[src/rtl/vga_timing_pkg.sv]
// Shared VGA mode tables and sizing helper for the raster timing generator.
package vga_timing_pkg;

  typedef struct packed {
    int unsigned h_visible;
    int unsigned h_fporch_end;
    int unsigned h_sync_end;
    int unsigned h_bporch_end;
    int unsigned v_visible;
    int unsigned v_fporch_end;
    int unsigned v_sync_end;
    int unsigned v_bporch_end;
  } vga_mode_t;

  localparam vga_mode_t XGA_1024x768 = '{1024, 1048, 1184, 1344, 768, 771, 777, 806};
  localparam vga_mode_t SVGA_800x600 = '{800, 840, 968, 1056, 600, 601, 605, 628};
  localparam vga_mode_t TEST_8x4     = '{8, 10, 12, 14, 4, 5, 6, 8};

  // Bits needed to hold indices 0..total-1.
  function automatic int unsigned cnt_width(input int unsigned total);
    return (total <= 1) ? 1 : $clog2(total);
  endfunction

endpackage

[src/rtl/vga_delay_line.sv]
// Fixed-depth register pipe with an async reset value; DEPTH=0 is a plain wire.
module vga_delay_line #(
  parameter int W     = 1,
  parameter int DEPTH = 0
) (
  input  logic         i_clk,
  input  logic         i_rst,
  input  logic [W-1:0] i_rst_val,
  input  logic [W-1:0] i_dat,
  output logic [W-1:0] o_dat
);

  generate
    if (DEPTH == 0) begin : g_bypass
      logic w_unused;
      assign w_unused = ^{i_clk, i_rst, i_rst_val};
      assign o_dat    = i_dat;
    end else begin : g_pipe
      logic [W-1:0] r_stage [DEPTH];

      always_ff @(posedge i_clk or posedge i_rst) begin
        if (i_rst) begin
          for (int k = 0; k < DEPTH; k++) r_stage[k] <= i_rst_val;
        end else begin
          r_stage[0] <= i_dat;
          for (int k = 1; k < DEPTH; k++) r_stage[k] <= r_stage[k-1];
        end
      end

      assign o_dat = r_stage[DEPTH-1];
    end
  endgenerate

endmodule

[src/rtl/vga_timing_gen.sv]
// Raster timing generator: counters, syncs, data enable, line/frame strobes and line prefetch.
// Outputs are registered from next-state values so every output is coherent with hcnt/vcnt.
module vga_timing_gen
  import vga_timing_pkg::*;
#(
  parameter int h_visible    = XGA_1024x768.h_visible,
  parameter int h_fporch_end = XGA_1024x768.h_fporch_end,
  parameter int h_sync_end   = XGA_1024x768.h_sync_end,
  parameter int h_bporch_end = XGA_1024x768.h_bporch_end,
  parameter int v_visible    = XGA_1024x768.v_visible,
  parameter int v_fporch_end = XGA_1024x768.v_fporch_end,
  parameter int v_sync_end   = XGA_1024x768.v_sync_end,
  parameter int v_bporch_end = XGA_1024x768.v_bporch_end,
  parameter bit HSYNC_POL    = 1'b0,
  parameter bit VSYNC_POL    = 1'b0,
  parameter int CNT_W        = 12,
  parameter int FRAME_W      = 8,
  parameter int PREFETCH     = 16,
  parameter int OUT_DELAY    = 0
) (
  input  logic               pixel_clk,
  input  logic               rst,
  input  logic               en,
  output logic               hsync,
  output logic               vsync,
  output logic               visible_area,
  output logic [CNT_W-1:0]   hcnt,
  output logic [CNT_W-1:0]   vcnt,
  output logic               line_start,
  output logic               frame_start,
  output logic               line_prefetch,
  output logic [FRAME_W-1:0] frame_cnt
);

  localparam int OW = 6 + 2 * CNT_W + FRAME_W;

  logic [CNT_W-1:0]   r_h, r_v, w_h_nxt, w_v_nxt;
  logic [FRAME_W-1:0] r_frame, w_frame_nxt;
  logic               r_started;
  logic               w_h_last, w_v_last;
  logic               w_hs_nxt, w_vs_nxt, w_vis_nxt, w_ls_nxt, w_fs_nxt, w_lp_nxt;

  logic [CNT_W-1:0]   r_hcnt, r_vcnt;
  logic               r_hs, r_vs, r_vis, r_ls, r_fs, r_lp;

  logic [OW-1:0]      w_bus, w_rst_bus, w_bus_dly;

  always_comb begin
    w_h_last = (r_h == CNT_W'(h_bporch_end - 1));
    w_v_last = (r_v == CNT_W'(v_bporch_end - 1));
    w_h_nxt  = w_h_last ? '0 : r_h + 1'b1;
    w_v_nxt  = r_v;
    if (w_h_last) w_v_nxt = w_v_last ? '0 : r_v + 1'b1;

    // The wrap out of the reset position starts frame 0; it does not complete a frame.
    w_frame_nxt = r_frame;
    if (w_h_last && w_v_last && r_started) w_frame_nxt = r_frame + 1'b1;

    w_vis_nxt = (w_h_nxt < CNT_W'(h_visible)) && (w_v_nxt < CNT_W'(v_visible));
    w_hs_nxt  = ((w_h_nxt >= CNT_W'(h_fporch_end)) && (w_h_nxt < CNT_W'(h_sync_end)))
                ? HSYNC_POL : ~HSYNC_POL;
    w_vs_nxt  = ((w_v_nxt >= CNT_W'(v_fporch_end)) && (w_v_nxt < CNT_W'(v_sync_end)))
                ? VSYNC_POL : ~VSYNC_POL;
    w_ls_nxt  = (w_h_nxt == '0);
    w_fs_nxt  = w_ls_nxt && (w_v_nxt == '0);
    w_lp_nxt  = (w_h_nxt == CNT_W'(h_bporch_end - PREFETCH)) &&
                ((w_v_nxt < CNT_W'(v_visible - 1)) || w_v_last_line(w_v_nxt));
  end

  function automatic logic w_v_last_line(input logic [CNT_W-1:0] v);
    return v == CNT_W'(v_bporch_end - 1);
  endfunction

  always_ff @(posedge pixel_clk or posedge rst) begin
    if (rst) begin
      r_h       <= CNT_W'(h_bporch_end - 1);
      r_v       <= CNT_W'(v_bporch_end - 1);
      r_frame   <= '0;
      r_started <= 1'b0;
      r_hcnt    <= '0;
      r_vcnt    <= '0;
      r_hs      <= ~HSYNC_POL;
      r_vs      <= ~VSYNC_POL;
      r_vis     <= 1'b0;
      r_ls      <= 1'b0;
      r_fs      <= 1'b0;
      r_lp      <= 1'b0;
    end else if (en) begin
      r_h       <= w_h_nxt;
      r_v       <= w_v_nxt;
      r_frame   <= w_frame_nxt;
      r_started <= 1'b1;
      r_hcnt    <= w_h_nxt;
      r_vcnt    <= w_v_nxt;
      r_hs      <= w_hs_nxt;
      r_vs      <= w_vs_nxt;
      r_vis     <= w_vis_nxt;
      r_ls      <= w_ls_nxt;
      r_fs      <= w_fs_nxt;
      r_lp      <= w_lp_nxt;
    end else begin
      // Stalled: levels hold, strobes drop so nothing fires twice.
      r_ls      <= 1'b0;
      r_fs      <= 1'b0;
      r_lp      <= 1'b0;
    end
  end

  assign w_bus     = {r_hs, r_vs, r_vis, r_hcnt, r_vcnt, r_ls, r_fs, r_lp, r_frame};
  assign w_rst_bus = {~HSYNC_POL, ~VSYNC_POL, 1'b0, {CNT_W{1'b0}}, {CNT_W{1'b0}},
                      3'b000, {FRAME_W{1'b0}}};

  vga_delay_line #(
    .W     (OW),
    .DEPTH (OUT_DELAY)
  ) u_delay (
    .i_clk     (pixel_clk),
    .i_rst     (rst),
    .i_rst_val (w_rst_bus),
    .i_dat     (w_bus),
    .o_dat     (w_bus_dly)
  );

  assign {hsync, vsync, visible_area, hcnt, vcnt,
          line_start, frame_start, line_prefetch, frame_cnt} = w_bus_dly;

endmodule

[config.mk]
export PLATFORM = sky130hd
export DESIGN_NAME = vga_timing_gen
export DESIGN_NICKNAME = d
export VERILOG_FILES = /design/src/rtl/vga_timing_pkg.sv /design/src/rtl/vga_delay_line.sv /design/src/rtl/vga_timing_gen.sv
export SDC_FILE = /design/constraint.sdc
export NUM_CORES = 1
export LEC_CHECK = 0
export ABC_AREA = 1
export BUFFER_PORTS_ARGS = -buffer_cell sky130_fd_sc_hd__buf_2
export CORE_ASPECT_RATIO = 2
export CORE_MARGIN = 2
export CORE_UTILIZATION = 53
export DETAILED_ROUTE_END_ITERATION = 10
export GPL_ROUTABILITY_DRIVEN = 0
export PLACE_DENSITY_LB_ADDON = 0.2
export SYNTH_ARGS = -nofsm -noshare
export SYNTH_HDL_FRONTEND = slang
export SYNTH_HIERARCHICAL = 1
export SYNTH_SLANG_ARGS = --single-unit
[constraint.sdc]
create_clock -name pixel_clk -period 2.03 [get_ports pixel_clk]
set_input_delay 0.203 -clock pixel_clk [delete_from_list [all_inputs] [get_ports pixel_clk]]
set_output_delay 0.203 -clock pixel_clk [all_outputs]
set_load 0.02 [all_outputs]
Word level (Yosys, flattened, before mapping) --
Index checks and enable logic that the tools add are counted.
Cells by class: $add $sub $neg 3, magnitude comparators 7, eq/ne operators 4, muxes and demuxes 8, reduce and logical (&&, ||, !) cells 11
Operators by type and width (count):
- 12-bit by 10-bit less-than comparator with 1-bit output (second input constant) | 3
- 12-bit 2-to-1 mux | 3
- 12-bit by 1-bit adder with 12-bit output (second input constant) | 2
- 12-bit by 10-bit equality test with 1-bit output (second input constant) | 2
- 12-bit by 11-bit equality test with 1-bit output (second input constant) | 2
- 12-bit logical NOT | 2
- 12-bit by 11-bit less-than comparator with 1-bit output (second input constant) | 2
- 12-bit by 10-bit greater-or-equal comparator with 1-bit output (second input constant) | 1
- 12-bit by 11-bit greater-or-equal comparator with 1-bit output (second input constant) | 1
- 8-bit by 1-bit adder with 8-bit output (second input constant) | 1
- 1-bit logical AND | 7
- 1-bit 2-to-1 mux | 5
- 2-bit AND reduction | 1
- 1-bit logical OR | 1
Word-level totals: bits in registers 63, output and inout bits 38, word-level logic and storage cells 45

Depth between registers and ports, before layout --
Gate-level depths: netlist (run 1).
depth after elaboration 7, depth in mapped cells 15

Cells and area by module --
The synthesis (run 1) kept the hierarchy.
By module, submodules not included:
- vga_timing_gen | instances 1, cells each 421, area each 3061.7 um^2, sequential area each 1320.0 um^2
- vga_delay_line | instances 1, cells each 38, area each 285.3 um^2, sequential area each 0.0 um^2

Least setup slack after synthesis (run 1) --
OpenSTA, ideal clock, no wires.
kind flip-flop to flip-flop, from reg r_h[0], to reg r_fs, library setup time 0.072 ns, arrival time 1.815 ns, required time 1.958 ns, path slack 0.143 ns, stages on the path, launching flop included 14, path buffers 1, period minus slack after synthesis 1.887 ns, cell sequence dfstp_2 > ha_1 > nand2_1 > inv_2 > nand2_2 > nor2_4 > buf_6 > nand3_2 > nand2_2 > nand2_2 > nor2_2 > nand3_1 > nand3b_1 > nor2_1
Between the ends: cells in the longest elaborated chain, start to end 5, elaborated cells between the ends (all ways) 8
Ends and longest elaborated chain:
- from (decl) | RTL line vga_timing_gen.sv:37 | logic [CNT_W-1:0] r_h, r_v, w_h_nxt, w_v_nxt;
- from (signal assigned) | RTL line vga_timing_gen.sv:76 | r_h <= CNT_W'(h_bporch_end - 1);
- from (signal assigned) | RTL line vga_timing_gen.sv:89 | r_h <= w_h_nxt;
- 12-bit by 1-bit adder with 12-bit output or 12-bit by 11-bit equality test with 1-bit output (tied branches) | RTL line vga_timing_gen.sv:51, vga_timing_gen.sv:49
- 12-bit 2-to-1 mux, on equally long branches | RTL line vga_timing_gen.sv:51, vga_timing_gen.sv:53
- 12-bit logical NOT, on equally long branches | RTL line vga_timing_gen.sv:64, vga_timing_gen.sv:65
- 1-bit logical AND (*) | RTL line vga_timing_gen.sv:65 | w_fs_nxt = w_ls_nxt && (w_v_nxt == '0);
- 1-bit 2-to-1 mux (*) | RTL line vga_timing_gen.sv:88 | end else if (en) begin
- to (signal assigned) | RTL line vga_timing_gen.sv:99 | r_fs <= w_fs_nxt;
- to (decl) | RTL line vga_timing_gen.sv:44 | logic r_hs, r_vs, r_vis, r_ls, r_fs, r_lp;
Mark *: on every way between the ends. The rest lies on a longest branch, timed or not. A chain may end at the register's enable or synchronous reset.

Worst setup path after layout (run 1) --
from reg r_h[1], to reg r_lp
Between the ends: cells in the longest elaborated chain, start to end 6, elaborated cells between the ends (all ways) 10
Ends and longest elaborated chain:
- 12-bit by 11-bit equality test with 1-bit output | RTL line vga_timing_gen.sv:49 | w_h_last = (r_h == CNT_W'(h_bporch_end - 1));
- 12-bit 2-to-1 mux | RTL line vga_timing_gen.sv:53 | if (w_h_last) w_v_nxt = w_v_last ? '0 : r_v + 1'b1;
- 12-bit by 10-bit less-than comparator with 1-bit output or 12-bit by 10-bit equality test with 1-bit output (tied branches) | RTL line vga_timing_gen.sv:67, vga_timing_gen.sv:71
- 1-bit logical OR | RTL line vga_timing_gen.sv:67 | ((w_v_nxt < CNT_W'(v_visible - 1)) || w_v_last_line(w_v_nxt));
- 1-bit logical AND (*) | RTL line vga_timing_gen.sv:66 | w_lp_nxt = (w_h_nxt == CNT_W'(h_bporch_end - PREFETCH)) &&
- 1-bit 2-to-1 mux (*) | RTL line vga_timing_gen.sv:88
- to (signal assigned) | RTL line vga_timing_gen.sv:100 | r_lp <= w_lp_nxt;
- to (decl) | RTL line vga_timing_gen.sv:44
Marked as above.

==> metrics.csv, run 1 <==
stage;metric;value;unit
status;outcome;finished, violations left;
status;failing checks;setup timing;
drt;DRT Pass-1 Iters;5;
setup_path;Startpoint Class;flop;
clock_network;TritonCTS Buffers;5;
die;die height;116;um
setup_path;Critical Path End Type;flop;
timing;worst slew pin tran;297;ps
setup_path;critical path data arrival time;2280;ps
drt;Via density;4.98;
logic_synthesis;Mapped Nets;464;
pwr;sequential share of power;40.8;%
grt;largest net degree at the start of global routing;43;
timing;PnR worst setup slack;-29.4;ps
pwr;Comb power frac;34.8;%
logic_synthesis;Cells after Synth;457;
logic_synthesis;synthesized area;0.00334;sq mm
grt;GRT busiest layer;met2;
setup_path;slowest library cell on the worst path;dfstp_2;
pwr;pwr dens;888;mW/mm^2
flow_run;max cap viols;0;
clock_network;Worst-path clk slew;70;ps
grt;global route overflow;0;
clock_network;CTS tree;done;
die;total I/O pin count;41;
pwr;Max IR drop VDD;0.000683;V
setup_path;critical path class;reg2reg;
timing;period utilisation layout;101;%
pwr;P_int;2.20;mW
die;Row Count;41;
timing;Slew Limit Fails;0;
die;full die area;0.00699;sq mm
timing;final hold vios;0;
die;initial core utilization;53.8;%
final_layout;Layout area overhead;20.6;%
setup_path;ordered cell list for the critical path;ha_4, nand2_4, inv_4, nand2_4, nor2_4, buf_12, buf_8, nand3_4, xor2_2, nor2_4, nand4_1, a21oi_1;
drt;Via Count;2906;
grt;global router's overall resource usage;23.0;%
timing;achievable clock frequency;0.486;GHz
pwr;Net Switching;1.38;mW
logic_synthesis;Post-Syn Area per Cell;7.31;sq um
drt;DRT Wirelength;7.70;mm
final_layout;Final Core Density;64.9;%
grt;initial antenna violation count;0;
drt;Post-DRT Antenna Nets;0;
grt;met2 GRT Util;36.4;%
final_layout;# diodes;0;
timing;unrepaired setup endpoints after global routing;true;
drt;# DRC;0;
timing;crit path time final;2060;ps
setup_path;CP max FO;8;
grt;met1 usage;30.9;%
clock_network;maximum root-to-sink buffer count;2;
drt;Routed WL per cell;13.2;um
drt;drt initial violations;144;
die;CORE AREA;0.00621;sq mm
clock_network;CTS Root Cell;clkbuf_16;
clock_network;Skew-Pair Late Insertion Delay;300;ps
pwr;Clock power frac;24.4;%
timing;Final Hold Slack;283;ps
placed_design;Port Buf Inserts;40;
clock_network;H-tree levels;2;
final_layout;share of layout cells above drive strength 1;33.1;%
grt;global-route wire length before repair;12.3;mm
grt;vias in the first global route;2689;
min_path;Hold WC Path Type;in2reg;
die;Die Wd;60.1;um
timing;max_slew headroom;80.2;%
timing;setup violators final;2;
timing;clock skew;7.71;ps
placed_design;placed wire-length estimate;5.51;mm
grt;grt met3 use;3.32;%
pwr;Net Sw Frac;38.6;%
setup_path;CP peak stage delay;560;ps
clock_network;Num Clock Sinks;52;
final_layout;NumNets Final;504;
setup_path;Worst Path Required;2250;ps
logic_synthesis;YS warnings;6;
pwr;Pleak;2.07;nW
-- repair_timing --
item / 4_1_cts / 5_1_grt
buffers inserted: 1 / 10
endpoints found under the setup margin: 7 / 13
resized for setup: 9 / 46
hold buffers: 1 / 0
pin swaps: 4 / 24
endpoints found under the hold margin: 10 / 0
-- stage by stage --
step / instances / total power, mW / cell area, sq um / setup TNS, ps / setup WS, ps
3_5_place_dp: 565 / 2.60 / 3560 / -171 / -91.4
2_1_floorplan: 457 / 2.36 / 3340 / 0 / 143
4_1_cts: 575 / 3.50 / 3760 / 0 / 4.34
6_report: 584 / 3.58 / 4030 / -47.4 / -29.4
3_3_place_gp: 565 / 2.59 / 3560 / -151 / -104
5_1_grt: 584 / 3.81 / 4030 / -860 / -155
-- layer usage --
metal	vias up	part of all wire (%)
met5	-	0
met4	0	2.4
met3	15	3.3
met2	67	49
met1	1348	45
li1	1476	-
-- power groups by stage --
stage	registers (mW)	logic, mW	clock network, mW
after floorplan	1.43	0.935	0
after global placement	1.46	1.13	0
after detailed placement	1.46	1.14	0
after CTS	1.44	1.16	0.895
after global routing	1.48	1.40	0.924
final	1.46	1.24	0.872
-- cells in the final DEF, fill, tap and decap left out, types with 3 or more instances in the layout --
cell type and n:
inv_2 8, dfstp_2 15, nor2_4 9, nand3_1 24
nor3_1 7, buf_2 40, nand2_4 3, nor2_2 9
a21oi_1 5, nand2_2 11, dfrtp_1 37, o21ai_0 24
xor2_1 12, buf_12 3, nand4_1 7, nor2_1 47
buf_4 33, clkbuf_16 5, nand2_1 117, nand3_2 8
inv_1 38
-- path summary, 6_finish.rpt --
check | from | to | slack, ps | cells past startpoint
worst max-delay path | r_h[1] | r_lp | -30 | 12
max in group asynchronous | rst | r_v[0] | 1090 | 4
worst max register to register | r_h[1] | r_lp | -30 | 12
worst min-delay path | en | r_v[9] | 280 | 3
worst min register to register | r_vcnt[0] | r_vcnt[0] | 470 | 2
min in group asynchronous | rst | r_frame[7] | 370 | 3
-- final cells by class --
| cell class | count | area (sq um) |
|---|---|---|
| fill | 554 | 2180 |
| multi-input combinational | 309 | 1710 |
| sequential | 52 | 1320 |
| timing repair buffer | 80 | 556 |
| inverter | 49 | 186 |
| clock buffer | 5 | 125 |
| tap | 86 | 108 |
| clock inverter | 3 | 25.0 |
-- worst max-delay path, delay by kind of cell (launching register included) --
family / cells / cell delay (ps)
compound gates: 1 / 120
xor+xnor: 1 / 170
fa+ha+maj: 1 / 150
buf+inv: 3 / 350
flops: 1 / 560
simple gates: 6 / 620
-- flip-flops by register name, indices dropped and copies added (netlist names) --
| name | flops |
|---|---|
| r_fs | 1 |
| r_started | 1 |
| r_vis | 1 |
| r_h | 12 |
| r_frame | 8 |
| r_vs | 1 |
| r_ls | 1 |
| r_hcnt | 8 |
| r_v | 12 |
| r_lp | 1 |
| r_vcnt | 5 |
| r_hs | 1 |
(Power assumes the default switching activity.)
==> run 2: changes to the inputs <==
- PLACE_DENSITY: not set -> 0.82
- PLACE_DENSITY_LB_ADDON: 0.2 -> not set
- REMOVE_ABC_BUFFERS: not set -> 1
==> metrics.csv, run 2 (synthesized netlist as in run 1, its figures left out) <==
stage;metric;value;unit;change
setup_path;Critical Path End Type;flop;;
drt;DRT Wirelength;7.56;mm;-1.8%
drt;DRT Pass-1 Iters;4;;-1
grt;global route overflow;0;;unchanged
die;total I/O pin count;41;;unchanged
setup_path;Startpoint Class;flop;;
final_layout;biggest registers after layout;r_h x12, r_v x12;;
die;full die area;0.00699;sq mm;unchanged
final_layout;share of layout cells above drive strength 1;32.6;%;-0.55 points
pwr;Tot Pwr;3.58;mW;+0.14%
min_path;Hold WC Path Type;in2reg;;
drt;Routed WL per cell;13.1;um;-0.60%
setup_path;slowest library cell on the worst path;dfstp_2;;
clock_network;TritonCTS Buffers;5;;unchanged
timing;PnR worst setup slack;58.0;ps;+87.4 ps
die;Row Count;41;;unchanged
setup_path;critical path class;reg2reg;;
min_path;min-delay src;en;;
clock_network;maximum root-to-sink buffer count;2;;unchanged
setup_path;critical path data arrival time;2170;ps;-110 ps
grt;global-route wire length before repair;12.4;mm;+1.5%
timing;max_slew headroom;74.0;%;-6.3 points
timing;Fin Setup TNS;0;ps;+47.4 ps
setup_path;Worst Path Required;2220;ps;-30 ps
timing;Slew Limit Fails;0;;unchanged
min_path;Hold Path Sink;r_vcnt[0];;
drt;Post-DRT Antenna Nets;0;;unchanged
grt;largest net degree at the start of global routing;28;;-35%
setup_path;Buf+Inv Stages, Crit Path;2;;-1
pwr;Pleak;2.00;nW;-3.5%
pwr;Max IR drop VDD;0.000557;V;-18%
final_layout;NumNets Final;497;;-1.4%
placed_design;Port Buf Inserts;40;;unchanged
die;CORE AREA;0.00621;sq mm;unchanged
timing;worst slew pin tran;390;ps;+93.2 ps
placed_design;placed wire-length estimate;5.38;mm;-2.4%
clock_network;H-tree levels;2;;unchanged
timing;crit path time final;1970;ps;-87.4 ps
grt;global router's overall resource usage;23.1;%;+0.067 points
timing;period utilisation layout;97.1;%;-4.3 points
setup_path;RR Endpoint;r_lp;;
flow_run;max cap viols;0;;unchanged
status;outcome;completed;;
clock_network;Worst-path clk slew;70;ps;about the same
setup_path;ordered cell list for the critical path;ha_4, nand2_4, inv_4, nand2_2, nor2_4, buf_4, nand2_1, nand2_1, nand2_1, nor2_1, nand2_1, nor2_1, nand2_1, nand2_1, a21oi_2;;
die;initial core utilization;53.8;%;unchanged
setup_path;register-to-register setup slack;60;ps;+90 ps
drt;drt initial violations;175;;+22%
pwr;pwr dens;915;mW/mm^2;+3.1%
drt;# DRC;0;;unchanged
timing;unrepaired setup endpoints after global routing;true;;
drt;Via Count;2948;;+1.4%
setup_path;Worst path top cell family by delay;simple AND/OR/NAND/NOR gates;;
min_path;hold path cells;3;;unchanged
timing;setup violators final;0;;-2
drt;Via density;5.11;;+2.7%
grt;initial antenna violation count;0;;unchanged
timing;final hold vios;0;;unchanged
final_layout;# diodes;0;;unchanged
die;Die Wd;60.1;um;unchanged
final_layout;most common cell after layout, fill and taps aside;nand2_1;;
setup_path;CP most frequent cell;nand2_1;;
setup_path;CP peak stage delay;560;ps;about the same
clock_network;CTS tree;done;;
final_layout;Layout area overhead;17.1;%;
clock_network;Skew-Pair Late Insertion Delay;300;ps;about the same
setup_path;Worst R2R Start;r_h[1];;
clock_network;Num Clock Sinks;52;;unchanged
grt;vias in the first global route;2825;;+5.1%
die;die height;116;um;unchanged
final_layout;most frequent cells in the layout;120 x nand2_1, 45 x nor2_1, 40 x buf_2;;
setup_path;CP max FO;5;;-3
clock_network;CTS Root Cell;clkbuf_16;;
timing;achievable clock frequency;0.507;GHz;+4.4%
timing;clock skew;6.24;ps;-1.47 ps
setup_path;Reg2Reg Depth;15;;+3
placed_design;pre-CTS setup slack;-45.9;ps;+45.6 ps
## run 2: cell count changes in the layout (fill, tap and decap cells not counted), sizes merged
| cell | delta |
|---|---|
| clkinvlp | -1 |
| clkinv | +1 |
| inv | -1 |
| clkbuf | +1 |
| buf | -7 |
## run 2: worst reg2reg max path, delay by kind of cell, from the launching register on
| family | cells | cell delay [ps] |
|---|---|---|
| fa+ha+maj | 1 | 150 |
| flops | 1 | 560 |
| buf+inv | 2 | 240 |
| compound gates | 1 | 50 |
| simple gates | 11 | 880 |
## run 2: cell type report
cell class | count | area [sq um]
fill | 513 | 2300
clock buffer | 6 | 139
clock inverter | 2 | 13.8
multi-input combinational | 309 | 1680
sequential | 52 | 1320
tap | 86 | 108
timing repair buffer | 73 | 463
inverter | 49 | 186
## run 2: how the worst max path moves through the flow
stage            from   end  cells past startpoint
3_3_place_gp   r_h[1]  r_fs                     12
4_1_cts        r_h[1]  r_fs                     12
5_1_grt        r_h[0]  r_lp                     10
3_5_place_dp   r_h[1]  r_fs                     12
6_report       r_h[1]  r_lp                     15
2_1_floorplan  r_h[0]  r_fs                     14
## run 2: through the flow
stage | utilization (%) | hold WS, ps | instances | area (sq um)
floorplan | - | 277 | 410 | 3010
global placement | 56.5 | 196 | 560 | 3510
detailed placement | 56.5 | 219 | 560 | 3510
CTS | 59.3 | 283 | 569 | 3680
global route | 63.0 | 336 | 577 | 3910
finish | 63.0 | 285 | 577 | 3910
## run 2: layer usage
metal	GRT usage [%]	share of wire (%)	up-vias
met5	0	0	-
met4	7.85	1.5	0
met3	4.10	6.2	9
met2	37.0	50	99
met1	31.1	43	1379
li1	-	-	1461
## run 2: repair_timing
action / in CTS / in global routing
setup buffers: 0 / 8
pin swaps: 1 / 21
gates resized for setup: 4 / 42
gates cloned: 0 / 0
hold buffers: 1 / 0
endpoints found under the hold margin: 11 / 0
endpoints found under the setup margin: 4 / 17
## run 2: power breakdown
part | leakage, nW | switching [mW] | internal (mW)
combinational | 1.28 | 0.791 | 0.439
sequential | 0.638 | 0.195 | 1.27
clock | 0.0772 | 0.387 | 0.493
total | 2.00 | 1.37 | 2.21
